--- config.mk ---
export PLATFORM = sky130hd
export DESIGN_NAME = vx_cache_req_arb
export DESIGN_NICKNAME = d
export VERILOG_FILES = /design/src/rtl/vx_cache_req_arb_pkg.sv /design/src/rtl/vx_rr_arbiter.sv /design/src/rtl/vx_cache_req_arb.sv
export SDC_FILE = /design/constraint.sdc
export NUM_CORES = 1
export LEC_CHECK = 0
export ABC_AREA = 0
export BUFFER_PORTS_ARGS = -buffer_cell sky130_fd_sc_hd__buf_4
export CORE_MARGIN = 2
export CORE_UTILIZATION = 30
export CTS_CLUSTER_DIAMETER = 150
export DETAILED_ROUTE_END_ITERATION = 6
export HOLD_SLACK_MARGIN = 0.05
export PLACE_DENSITY_LB_ADDON = 0.08
export REMOVE_ABC_BUFFERS = 1
export SETUP_SLACK_MARGIN = 0.05
export SLEW_MARGIN = 25
export SYNTH_ARGS = -nofsm -noshare
export SYNTH_HDL_FRONTEND = slang
export SYNTH_SLANG_ARGS = --single-unit
--- constraint.sdc ---
create_clock -name clk -period 7.55 [get_ports clk]
set_input_delay 0.3775 -clock clk [delete_from_list [all_inputs] [get_ports clk]]
set_output_delay 0.3775 -clock clk [all_outputs]
set_load 0.05 [all_outputs]
--- src/rtl/vx_cache_req_arb_pkg.sv ---
// Shared cache-side constants and width helpers.
// Used by the request arbiter and its round-robin selector.
package vx_cache_req_arb_pkg;

  localparam int FIFO_DEPTH = 2;

  function automatic int lane_bits(input int n);
    return (n > 1) ? $clog2(n) : 1;
  endfunction

  function automatic int tag_out_width(input int tw, input int n);
    return tw + lane_bits(n);
  endfunction

endpackage

--- src/rtl/vx_rr_arbiter.sv ---
// Round-robin selector: first request at or after ptr wins.
// Pointer moves past the winner only when the grant is used.
module vx_rr_arbiter
  import vx_cache_req_arb_pkg::*;
#(
  parameter int NUM_REQS = 4,
  localparam int LB = lane_bits(NUM_REQS)
) (
  input  logic                clk,
  input  logic                reset_n,
  input  logic [NUM_REQS-1:0] req,
  input  logic                enable,
  output logic [NUM_REQS-1:0] grant,
  output logic [LB-1:0]       grant_idx,
  output logic                grant_valid
);

  logic [LB-1:0] ptr;

  always_comb begin
    int j;
    j = 0;
    grant = '0;
    grant_idx = '0;
    grant_valid = 1'b0;
    for (int i = 0; i < NUM_REQS; i++) begin
      j = int'(ptr) + i;
      if (j >= NUM_REQS) j = j - NUM_REQS;
      if (!grant_valid && req[j]) begin
        grant_valid = 1'b1;
        grant_idx = LB'(j);
        grant[j] = 1'b1;
      end
    end
  end

  always_ff @(posedge clk or negedge reset_n) begin
    if (!reset_n) begin
      ptr <= '0;
    end else if (enable && grant_valid) begin
      if (grant_idx == LB'(NUM_REQS - 1)) ptr <= '0;
      else ptr <= grant_idx + 1'b1;
    end
  end

endmodule

--- src/rtl/vx_cache_req_arb.sv ---
// Serializes NUM_REQS request lanes into one cache bank port.
// Round-robin grant feeds a 2-entry FIFO; lane id rides in the tag.
module vx_cache_req_arb
  import vx_cache_req_arb_pkg::*;
#(
  parameter int NUM_REQS   = 4,
  parameter int WORD_SIZE  = 4,
  parameter int TAG_WIDTH  = 8,
  parameter int ADDR_WIDTH = 30,
  parameter int DATA_WIDTH = WORD_SIZE * 8,
  localparam int LANE_BITS     = lane_bits(NUM_REQS),
  localparam int TAG_OUT_WIDTH = tag_out_width(TAG_WIDTH, NUM_REQS)
) (
  input  logic                                clk,
  input  logic                                reset_n,
  input  logic [NUM_REQS-1:0]                 req_in_valid,
  input  logic [NUM_REQS-1:0]                 req_in_rw,
  input  logic [NUM_REQS-1:0][WORD_SIZE-1:0]  req_in_byteen,
  input  logic [NUM_REQS-1:0][ADDR_WIDTH-1:0] req_in_addr,
  input  logic [NUM_REQS-1:0][DATA_WIDTH-1:0] req_in_data,
  input  logic [NUM_REQS-1:0][TAG_WIDTH-1:0]  req_in_tag,
  output logic [NUM_REQS-1:0]                 req_in_ready,
  output logic                                req_out_valid,
  output logic                                req_out_rw,
  output logic [WORD_SIZE-1:0]                req_out_byteen,
  output logic [ADDR_WIDTH-1:0]               req_out_addr,
  output logic [DATA_WIDTH-1:0]               req_out_data,
  output logic [TAG_OUT_WIDTH-1:0]            req_out_tag,
  input  logic                                req_out_ready
);

  localparam int PW = 1 + WORD_SIZE + ADDR_WIDTH
                    + DATA_WIDTH + TAG_OUT_WIDTH;

  logic [NUM_REQS-1:0]  grant;
  logic [LANE_BITS-1:0] grant_idx;
  logic                 grant_valid;
  logic [1:0]           count;
  logic                 rd_ptr;
  logic                 wr_ptr;
  logic                 push;
  logic                 pop;
  logic                 can_accept;
  logic                 en;
  logic [PW-1:0]        push_payload;
  logic [PW-1:0]        head;
  logic [PW-1:0]        mem [FIFO_DEPTH];

  // a full FIFO still accepts when the head leaves this cycle
  assign pop = req_out_valid & req_out_ready;
  assign can_accept = (count < 2'(FIFO_DEPTH)) | pop;
  assign en = can_accept & reset_n;
  assign push = grant_valid & en;
  assign req_in_ready = grant & {NUM_REQS{en}};

  vx_rr_arbiter #(
    .NUM_REQS (NUM_REQS)
  ) u_arb (
    .clk         (clk),
    .reset_n     (reset_n),
    .req         (req_in_valid),
    .enable      (en),
    .grant       (grant),
    .grant_idx   (grant_idx),
    .grant_valid (grant_valid)
  );

  assign push_payload = {
    req_in_rw[grant_idx],
    req_in_byteen[grant_idx],
    req_in_addr[grant_idx],
    req_in_data[grant_idx],
    grant_idx,
    req_in_tag[grant_idx]
  };

  always_ff @(posedge clk) begin
    if (push) mem[wr_ptr] <= push_payload;
  end

  always_ff @(posedge clk or negedge reset_n) begin
    if (!reset_n) begin
      count  <= '0;
      rd_ptr <= 1'b0;
      wr_ptr <= 1'b0;
    end else begin
      if (push) wr_ptr <= ~wr_ptr;
      if (pop) rd_ptr <= ~rd_ptr;
      if (push && !pop) count <= count + 2'd1;
      else if (pop && !push) count <= count - 2'd1;
    end
  end

  assign head = mem[rd_ptr];
  assign req_out_valid = (count != 2'd0);
  assign {req_out_rw, req_out_byteen, req_out_addr,
          req_out_data, req_out_tag} = head;

endmodule

=== Word level (Yosys, flattened, before mapping) ===
Memories as Yosys holds them, arrays and structs flattened.
Index checks and enable logic that the tools add are counted.

* Add/subtract/negate cells: 10
* Magnitude comparators: 14
* Equality and inequality tests: 1
* Multiplexer cells: 51
* Bitwise operators: 10
* Reduce and logical (&&, ||, !) cells: 17

{| class="wikitable"
|+ Operators with widths
! kind !! number
|-
| two-way mux 32 bit || 5
|-
| greater-or-equal comparator 32 x 1 -> 1 bit (second input constant) || 4
|-
| less-than comparator 32 x 4 -> 1 bit (second input constant) || 4
|-
| greater-or-equal comparator 32 x 4 -> 1 bit (second input constant) || 3
|-
| subtractor 32 x 4 -> 32 bit (second input constant) || 3
|-
| binary-select mux 32 bit (select 2 bit) || 1
|-
| binary-select mux 30 bit (select 2 bit) || 1
|-
| two-way mux 30 bit || 1
|-
| two-way mux 4 bit || 5
|-
| two-way mux 1 bit || 19
|-
| binary-select mux 8 bit (select 2 bit) || 1
|-
| two-way mux 2 bit || 7
|-
| bitwise OR 4 bit || 3
|-
| binary-select mux 1 bit (select 2 bit) || 5
|-
| logical AND 1 bit || 10
|-
| binary-select mux 4 bit (select 2 bit) || 1
|-
| demux 1 bit (select 2 bit) || 4
|-
| two-way mux 8 bit || 1
|-
| adder 2 x 2 -> 3 bit (second input constant) || 2
|-
| zero test 1 bit || 5
|-
| adder 2 x 1 -> 2 bit (second input constant) || 2
|-
| AND 4 bit || 1
|-
| nonzero test 2 bit || 2
|-
| subtractor 2 x 3 -> 4 bit (second input constant) || 1
|-
| other kinds (9) || 12
|}

* Register bits: 6
* Bits in writable memories: 154
* Bits of input ports: 307
* Output and inout port bits: 82
* Word-level logic and storage cells: 108
* Memories: 1

{| class="wikitable"
|+ Memories
! name !! depth !! bits a word !! read ports !! clocked after Yosys merged registers in !! write ports !! line !! RTL
|-
| mem || 2 || 77 || 1 || 0 || 1 || vx_cache_req_arb.sv:47 || <nowiki>logic [PW-1:0] mem [FIFO_DEPTH];</nowiki>
|}

=== Longest topological paths before layout ===
Gate-level depths: netlist (run 1).

* Depth after elaboration: 20
* Depth in mapped cells: 11
* Gate-level depth less buffers: 10

=== Cells and area by module ===
From an unflattened synthesis (run 1), not the netlist that was laid out.

* Cell total of the unflattened synthesis: 426
* Area total of the unflattened synthesis: 8175.3 µm²

{| class="wikitable"
|+ By module, submodules not included
! module !! times used !! cells each !! area an instance (µm²) !! seq. area each (µm²)
|-
| vx_cache_req_arb || 1 || 353 || 7574.8 || 4724.5
|-
| vx_rr_arbiter || 1 || 73 || 600.6 || 50.0
|}

=== Worst setup path before layout (run 1) ===
No wires, ideal clock.

* Path kind: register to register
* Start point: register u_arb.ptr[0]
* End point: memory mem[0][0] (netlist name), enable pin
* Arrival: 5.004 ns
* Data required time: 7.037 ns
* Setup slack: 2.034 ns
* Cell stages (with the launch flop): 8
* Path buffers: 1
* Clock period less this slack: 5.516 ns
* Cells stage by stage: dfrtp_1 > buf_2 > inv_1 > ha_1 > mux4_2 > or3_4 > o21bai_4 > nor2_1

* Word-level cells in the longest chain between the ends: 18
* Elaborated cells between the ends (all ways): 40

{| class="wikitable"
|+ Ends and longest elaborated chain
! item !! line !! RTL
|-
| start: declaration || vx_rr_arbiter.sv:18 || <nowiki>logic [LB-1:0] ptr;</nowiki>
|-
| start signal: assignment || vx_rr_arbiter.sv:42 || <nowiki>else ptr <= grant_idx + 1'b1;</nowiki>
|-
| parallel branches: the longest is 14 deep, another holds subtractor 32 x 4 -> 32 bit || - ||
|-
| two-way mux 1 bit * || vx_rr_arbiter.sv:29 || <nowiki>if (!grant_valid && req[j]) begin</nowiki>
|-
| AND 1 bit * || vx_cache_req_arb.sv:53 || <nowiki>assign push = grant_valid & en;</nowiki>
|-
| two-way mux 1 bit * || vx_cache_req_arb.sv:78 || <nowiki>if (push) mem[wr_ptr] <= push_payload;</nowiki>
|-
| two-way mux 1 bit (implied by the code) * || vx_cache_req_arb.sv:78 ||
|-
| end: declaration || vx_cache_req_arb.sv:47 ||
|}

Mark *: on every way between the ends. The select of a mux whose other input is x is not followed.

=== Worst setup path after layout (run 1) ===
* Start point: register u_arb.ptr[0]
* End point: memory mem[1][51] (netlist name) (data pin)

* Word-level cells in the longest chain between the ends: 17
* Elaborated cells between the ends (all ways): 42

{| class="wikitable"
|+ Ends and longest elaborated chain
! item !! line !! RTL
|-
| parallel branches: the longest is 14 deep, another holds subtractor 32 x 4 -> 32 bit || - ||
|-
| two-way mux 2 bit * || vx_rr_arbiter.sv:29 ||
|-
| binary-select mux 30 bit (select 2 bit) * || vx_cache_req_arb.sv:71 || <nowiki>req_in_addr[grant_idx],</nowiki>
|-
| two-way mux 30 bit (implied by the code) * || vx_cache_req_arb.sv:71 ||
|-
| net push_payload[51] || vx_cache_req_arb.sv:45 || <nowiki>logic [PW-1:0] push_payload;</nowiki>
|}

Mark *: on every way through the listed nets, which the timed path passes. The select of a mux whose other input is x is not followed.

==> flow_summary.ini, run 1 <==
[layout]
fin_nets = 1260
n_antenna_cell = 0
post-route-util_pct = 43.8
syn_to_final_growth_pct = 44.2
drive_gt1_share_pct = 54.3
fillCellCount = 2666

[worst_setup_path]
end_kind = flip-flop
cp_slowest_stage_delay_ns = 0.77
cp.required_ns = 7.67
path_max_fanout = 43
rr_worst_depth = 8
cp.arrival_ns = 4.32
cp-start-kind = flip-flop
crit_chain = inv_1, ha_1, mux4_2, nor2b_2, o21ai_1, nand2_4, buf_4, mux2i_1
slowest_stage = buf_4
path_class = flip-flop to flip-flop
rrSetupSlack_ns = 3.35

[sta]
slew_headroom_pct = 31.7
rsz0062_at_grt = false
worst_slack_ns = 3.35
final_hold_viol_count = 0
fin_worst_skew_ns = 0.0110
slew_viol_final = 0
finalCritPeriodShare_pct = 55.7
finalWorstPathRequiredPeriod_ns = 4.20
fmax_mhz = 238
setup_viol = 0
hold-worst-slack_ns = 0.291
timing.setup.tns_ns = 0
worstMarginPinSlew_ns = 1.02

[yosys]
synthCells = 568
synthMuxAreaShare_pct = 37.0
synth_area_um2 = 8700
synth_edf_count = 154
synth_seq_area_share_pct = 54.9
synth_compound_area_share_pct = 1.84
synthArstFlopShare_pct = 3.75
ys_warn_count = 0
synth.avg_cell_area_um2 = 15.3
synth-xor-area-share_pct = 0.604
synthSimpleGateAreaFrac_pct = 1.68
ys_seq_elements = 160
synth_fa_ha_area_share_pct = 0.863
synth.distinct_cells = 35
synth-main-ff-cell = edfxtp_1
synth_top_family_by_area = multiplexers

[worst_hold_path]
min-delay-path-class = input pin to flip-flop
worst_hold_path.num_cells = 3

[power]
p_int_w = 0.00342
leakagePower_nw = 5.33
swShare_pct = 43.8
clockPowerShare_pct = 13.9
combPwrFrac_pct = 58.7
seq_power_share_pct = 27.3
p_per_area_nw_per_um2 = 484
p_sw_w = 0.00266
ir_worst_vdd_v = 0.000234
power_w = 0.00607

[drt]
wire_per_inst_um = 17.3
ant_nets = 0
wl_um = 23200
drt_iter0_markers = 194
drc_errors = 0
drt_first_pass_iters = 4
num_vias = 6139
vias_per_cell = 4.57

[global_routing]
grt_max_degree = 61
grt_antenna_before_repair = 0
overflow = 0
first_global_vias = 6582
track_usage_pct = 15.0
grt_pass1_wl_um = 35200

[die]
start_util_pct = 30.4
die_area_um2 = 30400
boundaryPins = 389
die_height_um = 174
fp.dieW_um = 174
core_area_um2 = 28600
std_cell_rows = 62

[clock_network]
cts_tree = done
numCtsBuffers = 17
clock-root-buffer = clkbuf_16
cts.path.max_buffers = 2
cts.clk_slew.worst_paths_ns = 0.06
cts_setup_buffers = 0
cts_max_level = 4
insertion_delay_ns = 0.42
cts_sinks = 160

[run]
max-cap-violations = 0

[outcome]
status = finished, final reports clean

[placement]
port-buffer-count = 388
hpwl_um = 16800
gp_congestion = 0.734
pre_cts_slack_ns = 3.27
what timing repair did:
item / CTS / global route
hold buffers: 1 / 0
endpoints found under the hold margin: 6 / 0
endpoints found under the setup margin: 0 / 0
resized for setup: 0 / 0
cells in the final DEF (no fill, tap or decap), types with 2 or more instances in the layout:
| master | netlist | routed |
|---|---|---|
| a21oi_1 | 6 | 6 |
| a22oi_1 | 8 | 8 |
| buf_4 | 0 | 395 |
| bufinv_16 | 0 | 2 |
| clkbuf_1 | 4 | 2 |
| clkbuf_16 | 0 | 17 |
| clkinv_4 | 0 | 4 |
| clkinvlp_4 | 0 | 3 |
| dfrtp_1 | 6 | 5 |
| edfxtp_1 | 154 | 154 |
| ha_1 | 6 | 6 |
| inv_1 | 4 | 4 |
| inv_6 | 0 | 4 |
| mux2_2 | 77 | 77 |
| mux2i_1 | 226 | 226 |
| mux4_2 | 4 | 4 |
| nand2b_1 | 2 | 2 |
| nor2_1 | 7 | 6 |
| nor2b_1 | 2 | 2 |
| or2_2 | 5 | 5 |
| xnor2_1 | 5 | 5 |
flip-flops by register name, summed over array words and instances (netlist names):
signal,count
mem,154
count,2
u_arb.ptr,2
wr_ptr,1
rd_ptr,1
power groups by stage:
stage / clock (W) / sequential (W) / combinational [W]
2_1_floorplan: 0 / 0.00164 / 0.00289
6_report: 0.000846 / 0.00166 / 0.00357
4_1_cts: 0.000878 / 0.00167 / 0.00365
3_3_place_gp: 0 / 0.00168 / 0.00362
3_5_place_dp: 0 / 0.00169 / 0.00364
5_1_grt: 0.000913 / 0.00170 / 0.00382
final timing paths:
check                         startpoint      endpoint
min in group asynchronous        reset_n  u_arb.ptr[0]
max in group asynchronous        reset_n        rd_ptr
hold reg to reg                 count[0]      count[0]
setup reg to reg            u_arb.ptr[0]    mem[1][51]
hold / removal             req_out_ready        rd_ptr
setup / recovery            u_arb.ptr[0]    mem[1][51]
Yosys cell counts, types with 4 or more instances:
master      n  share of area, %
a21oi_1     6              0.35
a22oi_1     8              0.69
buf_1       7              0.30
buf_2      13              0.75
buf_6      13               1.7
clkbuf_1    4              0.17
dfrtp_1     6               1.7
edfxtp_1  154                53
ha_1        6              0.86
inv_1       4              0.17
mux2_2     77                10
mux2i_1   226                26
mux4_2      4               1.0
nor2_1      7              0.30
or2_2       5              0.36
xnor2_1     5              0.50
area by class of cell:
type / count / area [µm²] / area share (%)
flip-flops and latches: 160 / 4780 / 38.1
multi-input cells: 366 / 3690 / 29.4
clock inverters: 13 / 153 / 1.22
inverters: 5 / 18.8 / 0.150
repair buffers: 397 / 3000 / 23.9
well taps: 384 / 480 / 3.83
clock buffers: 19 / 433 / 3.45
layer usage:
layer | track usage, % | up-vias | routed length (µm)
li1 | - | 2977 | -
met1 | 16.8 | 2909 | 9030
met2 | 27.0 | 236 | 12000
met3 | 5.21 | 17 | 1810
met4 | 4.31 | 0 | 379
met5 | 0 | - | 0
logic make-up (layout without fill, tap and decap cells):
group,after synthesis,count (layout)
xor+xnor,6,6
flops,160,160
buf+inv,42,434
compound gates,22,22
mux,307,307
simple gates,25,25
fa+ha+maj,6,6
critical path: cells and delay by family, from the launching register on:
kind	cells	cell delay, ns
buffers and inverters	2	0.98
multiplexers	2	0.83
AND/OR/NAND/NOR	2	0.82
flip-flops	1	0.68
adder cells (fa/ha/maj)	1	0.41
AO/OA/AOI/OAI	1	0.16
metrics by stage:
stage	area, µm²	cells
6_report	12500	1344
5_1_grt	12500	1344
4_1_cts	12500	1344
3_5_place_dp	12000	1311
3_3_place_gp	11900	1310
2_1_floorplan	8450	531
Note: power is estimated with default switching activity, not from simulation.
==> run 2: changes to the inputs <==
==> constraint.sdc (replaced) <==
create_clock -name clk -period 3.8 [get_ports clk]
set_input_delay 0.19 -clock clk [delete_from_list [all_inputs] [get_ports clk]]
set_output_delay 0.19 -clock clk [all_outputs]
set_load 0.05 [all_outputs]
==> run 2 against run 1 <==
Worst hold slack got worse by 0.18 ns. Sequential cell count unchanged. Combinational power increased by 100%. Global-route usage decreased by 0.21 points. Core utilization increased by 0.29 points. Sequential share of layout area decreased by 0.25 points. Final cell count unchanged. Largest power group unchanged. Highest routed layer unchanged.
==> flow_summary.ini, run 2 (synthesis results as in run 1) <==
[drt]
highest_layer = met4
drc_errors = 0
wl_um = 22900
vias_per_cell = 4.56
m1WireLength_um = 9050
wire_per_inst_um = 17.1
num_vias = 6126
ant_nets = 0
wl_met3_um = 1760
drt_first_pass_iters = 4
drt_iter0_markers = 232
dr_wl_met2_um = 11900

[clock_network]
clock-root-buffer = clkbuf_16
hold_buffers = 1
numCtsBuffers = 17
cts_sinks = 160
insertion_delay_ns = 0.41
cts.clk_slew.worst_paths_ns = 0.06
cts_resized = 0
cts.path.max_buffers = 2
cts_max_level = 4
cts_tree = done
cts_setup_buffers = 0

[worst_hold_path]
min-delay-path-class = input pin to flip-flop
min_to = rd_ptr
hp-start = req_out_ready
worst_hold_path.num_cells = 3

[layout]
largest_reg_flops = 154
fin_nets = 1262
final_common_cell = buf_4
postLayoutCellArea_um2 = 12600
fillCellCount = 2673
n_antenna_cell = 0
top_regs = mem (154), count (2), u_arb.ptr (2)
stdcell_count = 1344
drive_gt1_share_pct = 54.5
final_cell_mix = buf_4 (391), mux2i_1 (226), edfxtp_1 (154)
regMostFlops = mem
syn_to_final_growth_pct = 45.2

[die]
boundaryPins = 389
std_cell_rows = 62
fp.dieW_um = 174
die_area_um2 = 30400
core_area_um2 = 28600
start_util_pct = 30.4
die_height_um = 174

[global_routing]
grt_pass1_wl_um = 34900
grt_antenna_before_repair = 0
overflow = 0
track_usage_pct = 14.8
grt_max_degree = 85
first_global_vias = 6515

[sta]
worst_slack_ns = 0.435
finalWorstPathRequiredPeriod_ns = 3.37
fin_worst_skew_ns = 0.00663
finalCritPeriodShare_pct = 88.6
setup_viol = 0
slew_viol_final = 0
hold-worst-slack_ns = 0.113
worstMarginPinSlew_ns = 0.626
slew_headroom_pct = 58.3
rsz0062_at_grt = false
final_hold_viol_count = 0
fmax_mhz = 297

[worst_setup_path]
cp.arrival_ns = 3.18
regToRegStartpoint = u_arb.ptr[1]
cp.required_ns = 3.61
cp-start-kind = flip-flop
rr_worst_depth = 8
path_class = flip-flop to primary output
r2r_end = mem[1][0]
rrSetupSlack_ns = 0.58
path_max_fanout = 11
end_kind = primary output

[power]
combPwrFrac_pct = 59.2
p_per_area_nw_per_um2 = 967
clockPowerShare_pct = 13.9
seq_power_share_pct = 27.0
leakagePower_nw = 5.36
swShare_pct = 43.6
p_sw_w = 0.00533
p_int_w = 0.00688
ir_worst_vdd_v = 0.00146
power_w = 0.0122

[outcome]
status = finished, final reports clean

[placement]
gp_congestion = 0.739
hpwl_um = 16400
pre_cts_slack_ns = 0.542
port-buffer-count = 388
placed_area_um2 = 12000
dpl.cell_count = 1313

[run]
max-cap-violations = 0
run 2: cell count changes in the layout (fill, tap and decap cells not counted):
cell,change
buf_12,+6
buf_4,-4
clkinv_4,-2
clkinvlp_4,+1
inv_8,+1
clkbuf_1,-2
run 2: layout make-up:
cell class,count,area (µm²),area share [%]
multi-input cells,366,3690,29.2
flip-flops and latches,160,4780,37.8
clock inverters,13,154,1.22
well taps,384,480,3.80
inverters,5,18.8,0.149
repair buffers,399,3090,24.4
clock buffers,17,425,3.37
run 2: layer usage:
metal	vias to the layer above	global-route usage [%]
met4	0	3.78
met5	-	0
met1	2894	16.9
li1	2975	-
met3	15	4.62
met2	242	26.9
run 2: power groups by stage:
stage | clock network [W] | logic (W) | registers [W]
6_report | 0.00169 | 0.00723 | 0.00329
3_3_place_gp | 0 | 0.00733 | 0.00333
5_1_grt | 0.00181 | 0.00771 | 0.00337
3_5_place_dp | 0 | 0.00735 | 0.00334
4_1_cts | 0.00175 | 0.00736 | 0.00331
2_1_floorplan | 0 | 0.00443 | 0.00306
run 2: stage by stage:
stage / utilization [%] / TNS (ns)
floorplan: - / -2376.13
global placement: 42.1 / 0
global route: 44.1 / 0
finish: 44.1 / 0
detailed placement: 42.1 / 0
CTS: 44.1 / 0
run 2: worst max path at each step:
stage                            to         start  cells after the start  slack, ns
finish              req_in_ready[0]  u_arb.ptr[1]                      8       0.43
global route        req_in_ready[2]  u_arb.ptr[1]                      8       0.21
CTS                 req_in_ready[2]  u_arb.ptr[1]                      8       0.40
detailed placement        mem[0][0]  u_arb.ptr[1]                      8       0.54
global placement         mem[0][43]  u_arb.ptr[1]                      8       0.68
floorplan                 mem[0][9]  u_arb.ptr[0]                      3     -16.23
run 2: critical path, stage by stage, from the launching register on:
cell and delay, ns:
dfrtp_1 0.55, inv_1 0.11, ha_1 0.35, mux4_2 0.60, or3_4 0.43, nor2_1 0.23, a22oi_1 0.11, a21oi_1 0.16
buf_4 0.22
==> run 3: changes to the inputs <==
--- a/config.mk
+++ b/config.mk
@@ -6,12 +6,12 @@
 export NUM_CORES = 1
 export LEC_CHECK = 0
 export ABC_AREA = 0
-export BUFFER_PORTS_ARGS = -buffer_cell sky130_fd_sc_hd__buf_4
+export BUFFER_PORTS_ARGS = -buffer_cell sky130_fd_sc_hd__buf_2
 export CORE_MARGIN = 2
 export CORE_UTILIZATION = 30
 export CTS_CLUSTER_DIAMETER = 150
 export DETAILED_ROUTE_END_ITERATION = 6
-export HOLD_SLACK_MARGIN = 0.05
+export HOLD_SLACK_MARGIN = 0.1
 export PLACE_DENSITY_LB_ADDON = 0.08
 export REMOVE_ABC_BUFFERS = 1
 export SETUP_SLACK_MARGIN = 0.05
==> constraint.sdc (replaced) <==
create_clock -name clk -period 3.8 [get_ports clk]
set_input_delay 0.19 -clock clk [delete_from_list [all_inputs] [get_ports clk]]
set_output_delay 0.19 -clock clk [all_outputs]
set_load 0.005 [all_outputs]
==> run 3 against run 2 <==
Global-route usage decreased by 0.89 points. Register-to-register slack better by 0.05 ns. Clock-buffer cell count unchanged. Sequential power barely moved. Core utilization decreased by 3.5 points. Wire length decreased by 5.2%. Cell area decreased by 8.0%. Final cell count is essentially flat.
==> flow_summary.ini, run 3 (synthesis results as in run 1) <==
[die]
boundaryPins = 389
core_area_um2 = 28600
fp.dieW_um = 174
std_cell_rows = 62
die_height_um = 174
start_util_pct = 30.4
die_area_um2 = 30400

[global_routing]
grt_max_degree = 85
overflow = 0
grt_antenna_before_repair = 0
grt_pass1_wl_um = 32600
track_usage_pct = 13.9
first_global_vias = 6059

[sta]
final_hold_viol_count = 0
rsz0062_at_grt = false
finalCritPeriodShare_pct = 86.8
finalWorstPathRequiredPeriod_ns = 3.30
worstMarginPinSlew_ns = 0.630
fmax_mhz = 303
fin_worst_skew_ns = 0.0113
setup_viol = 0
slew_viol_final = 0
slew_headroom_pct = 57.6

[drt]
wire_per_inst_um = 16.2
drt_first_pass_iters = 4
ant_nets = 0
drc_errors = 0
drt_iter0_markers = 219
num_vias = 5982
wl_um = 21700
vias_per_cell = 4.45

[placement]
dpl.cell_count = 1312
gp_congestion = 0.709
hpwl_um = 15700
port-buffer-count = 388

[worst_setup_path]
cp-startpoint = u_arb.ptr[1]
cp.required_ns = 3.61
end_kind = primary output
cp_slowest_stage_delay_ns = 0.60
crit_chain = inv_1, ha_1, mux4_2, or3_4, nor2_1, a22oi_1, a21oi_1, buf_2
r2r_end = mem[1][9]
path_class = flip-flop to primary output
endpoint = req_in_ready[1]
rr_worst_depth = 8
path_max_fanout = 11
slowest_stage = mux4_2
rrSetupSlack_ns = 0.63
regToRegStartpoint = u_arb.ptr[1]
cp-start-kind = flip-flop
cp.arrival_ns = 3.11

[power]
p_per_area_nw_per_um2 = 856
power_w = 0.00994
leakagePower_nw = 5.01
ir_worst_vdd_v = 0.000854

[clock_network]
cts_tree = done
insertion_delay_ns = 0.42
cts.path.max_buffers = 2
cts_max_level = 4
numCtsBuffers = 17
cts.clk_slew.worst_paths_ns = 0.06
cts_setup_buffers = 0
cts_sinks = 160
clock-root-buffer = clkbuf_16

[layout]
final_cell_mix = buf_2 (388), mux2i_1 (226), edfxtp_1 (154)
regMostFlops = mem
largest_reg_flops = 154
syn_to_final_growth_pct = 33.6
final_common_cell = buf_2
stdcell_count = 1345
top_regs = mem (154), count (2), u_arb.ptr (2)
fillCellCount = 2785
drive_gt1_share_pct = 54.3
n_antenna_cell = 0
fin_nets = 1262

[worst_hold_path]
min-delay-path-class = input pin to async pin

[run]
max-cap-violations = 0

[outcome]
status = finished, final reports clean
==> run 3: cell count changes in the layout (fill, tap and decap cells not counted), sizes merged <==
| cell | delta |
|---|---|
| bufinv | -2 |
| clkinv | +2 |
| buf | -1 |
| clkinvlp | -2 |
| dlygate4sd3 | +1 |
| inv | +3 |
==> run 3: worst min path at each step <==
stage	cells after the start	start	slack, ns	endpoint
3_5_place_dp	1	reset_n	0.04	u_arb.ptr[0]
6_report	2	reset_n	0.15	u_arb.ptr[0]
5_1_grt	2	reset_n	0.15	u_arb.ptr[0]
4_1_cts	2	reset_n	0.12	u_arb.ptr[0]
2_1_floorplan	0	reset_n	-0.11	count[0]
3_3_place_gp	1	reset_n	0.04	u_arb.ptr[0]
==> run 3: area by class of cell <==
class,count,area (µm²),area share (%)
Sequential cell,160,4780,41.1
Clock inverter,14,123,1.06
Timing Repair Buffer,399,2100,18.1
Inverter,5,18.8,0.162
Clock buffer,17,425,3.66
Multi-Input combinational cell,366,3690,31.8
Tap cell,384,480,4.13
==> run 3: critical path: cells and delay by family, from the launching register on <==
family	cells	cell delay (ns)
simple gates	2	0.65
mux	1	0.60
flops	1	0.56
fa+ha+maj	1	0.35
compound gates	2	0.28
buf+inv	2	0.25
==> run 3: per-layer routing <==
layer / wire length [µm] / up-vias / share of wire [%] / GRT usage [%]
met4: 238 / 0 / 1.1 / 4.24
met5: 0 / - / 0 / 0
li1: - / 2974 / - / -
met3: 1580 / 13 / 7.3 / 4.29
met2: 11200 / 225 / 51 / 24.7
met1: 8720 / 2770 / 40 / 16.1
==> run 3: repair_timing <==
item	CTS	global route
hold buffers	2	0
endpoints found under the hold margin	7	0
gates resized for setup	0	0
==> run 3: per-stage QoR <==
| step | util, % | cell area [µm²] | hold WS [ns] | setup TNS [ns] | setup slack [ns] |
|---|---|---|---|---|---|
| after floorplan | - | 8450 | -0.106 | -2376.13 | -16.23 |
| after global placement | 38.6 | 11100 | 0.0419 | 0 | 0.621 |
| after detailed placement | 38.6 | 11100 | 0.0446 | 0 | 0.597 |
| after CTS | 40.6 | 11600 | 0.120 | 0 | 0.480 |
| after global routing | 40.6 | 11600 | 0.149 | 0 | 0.273 |
| final | 40.6 | 11600 | 0.146 | 0 | 0.502 |
==> run 3: power breakdown <==
part / switching [W] / internal, W / total, W
registers: 0.000232 / 0.00307 / 0.00330
logic: 0.00262 / 0.00243 / 0.00505
clock network: 0.000736 / 0.000856 / 0.00159
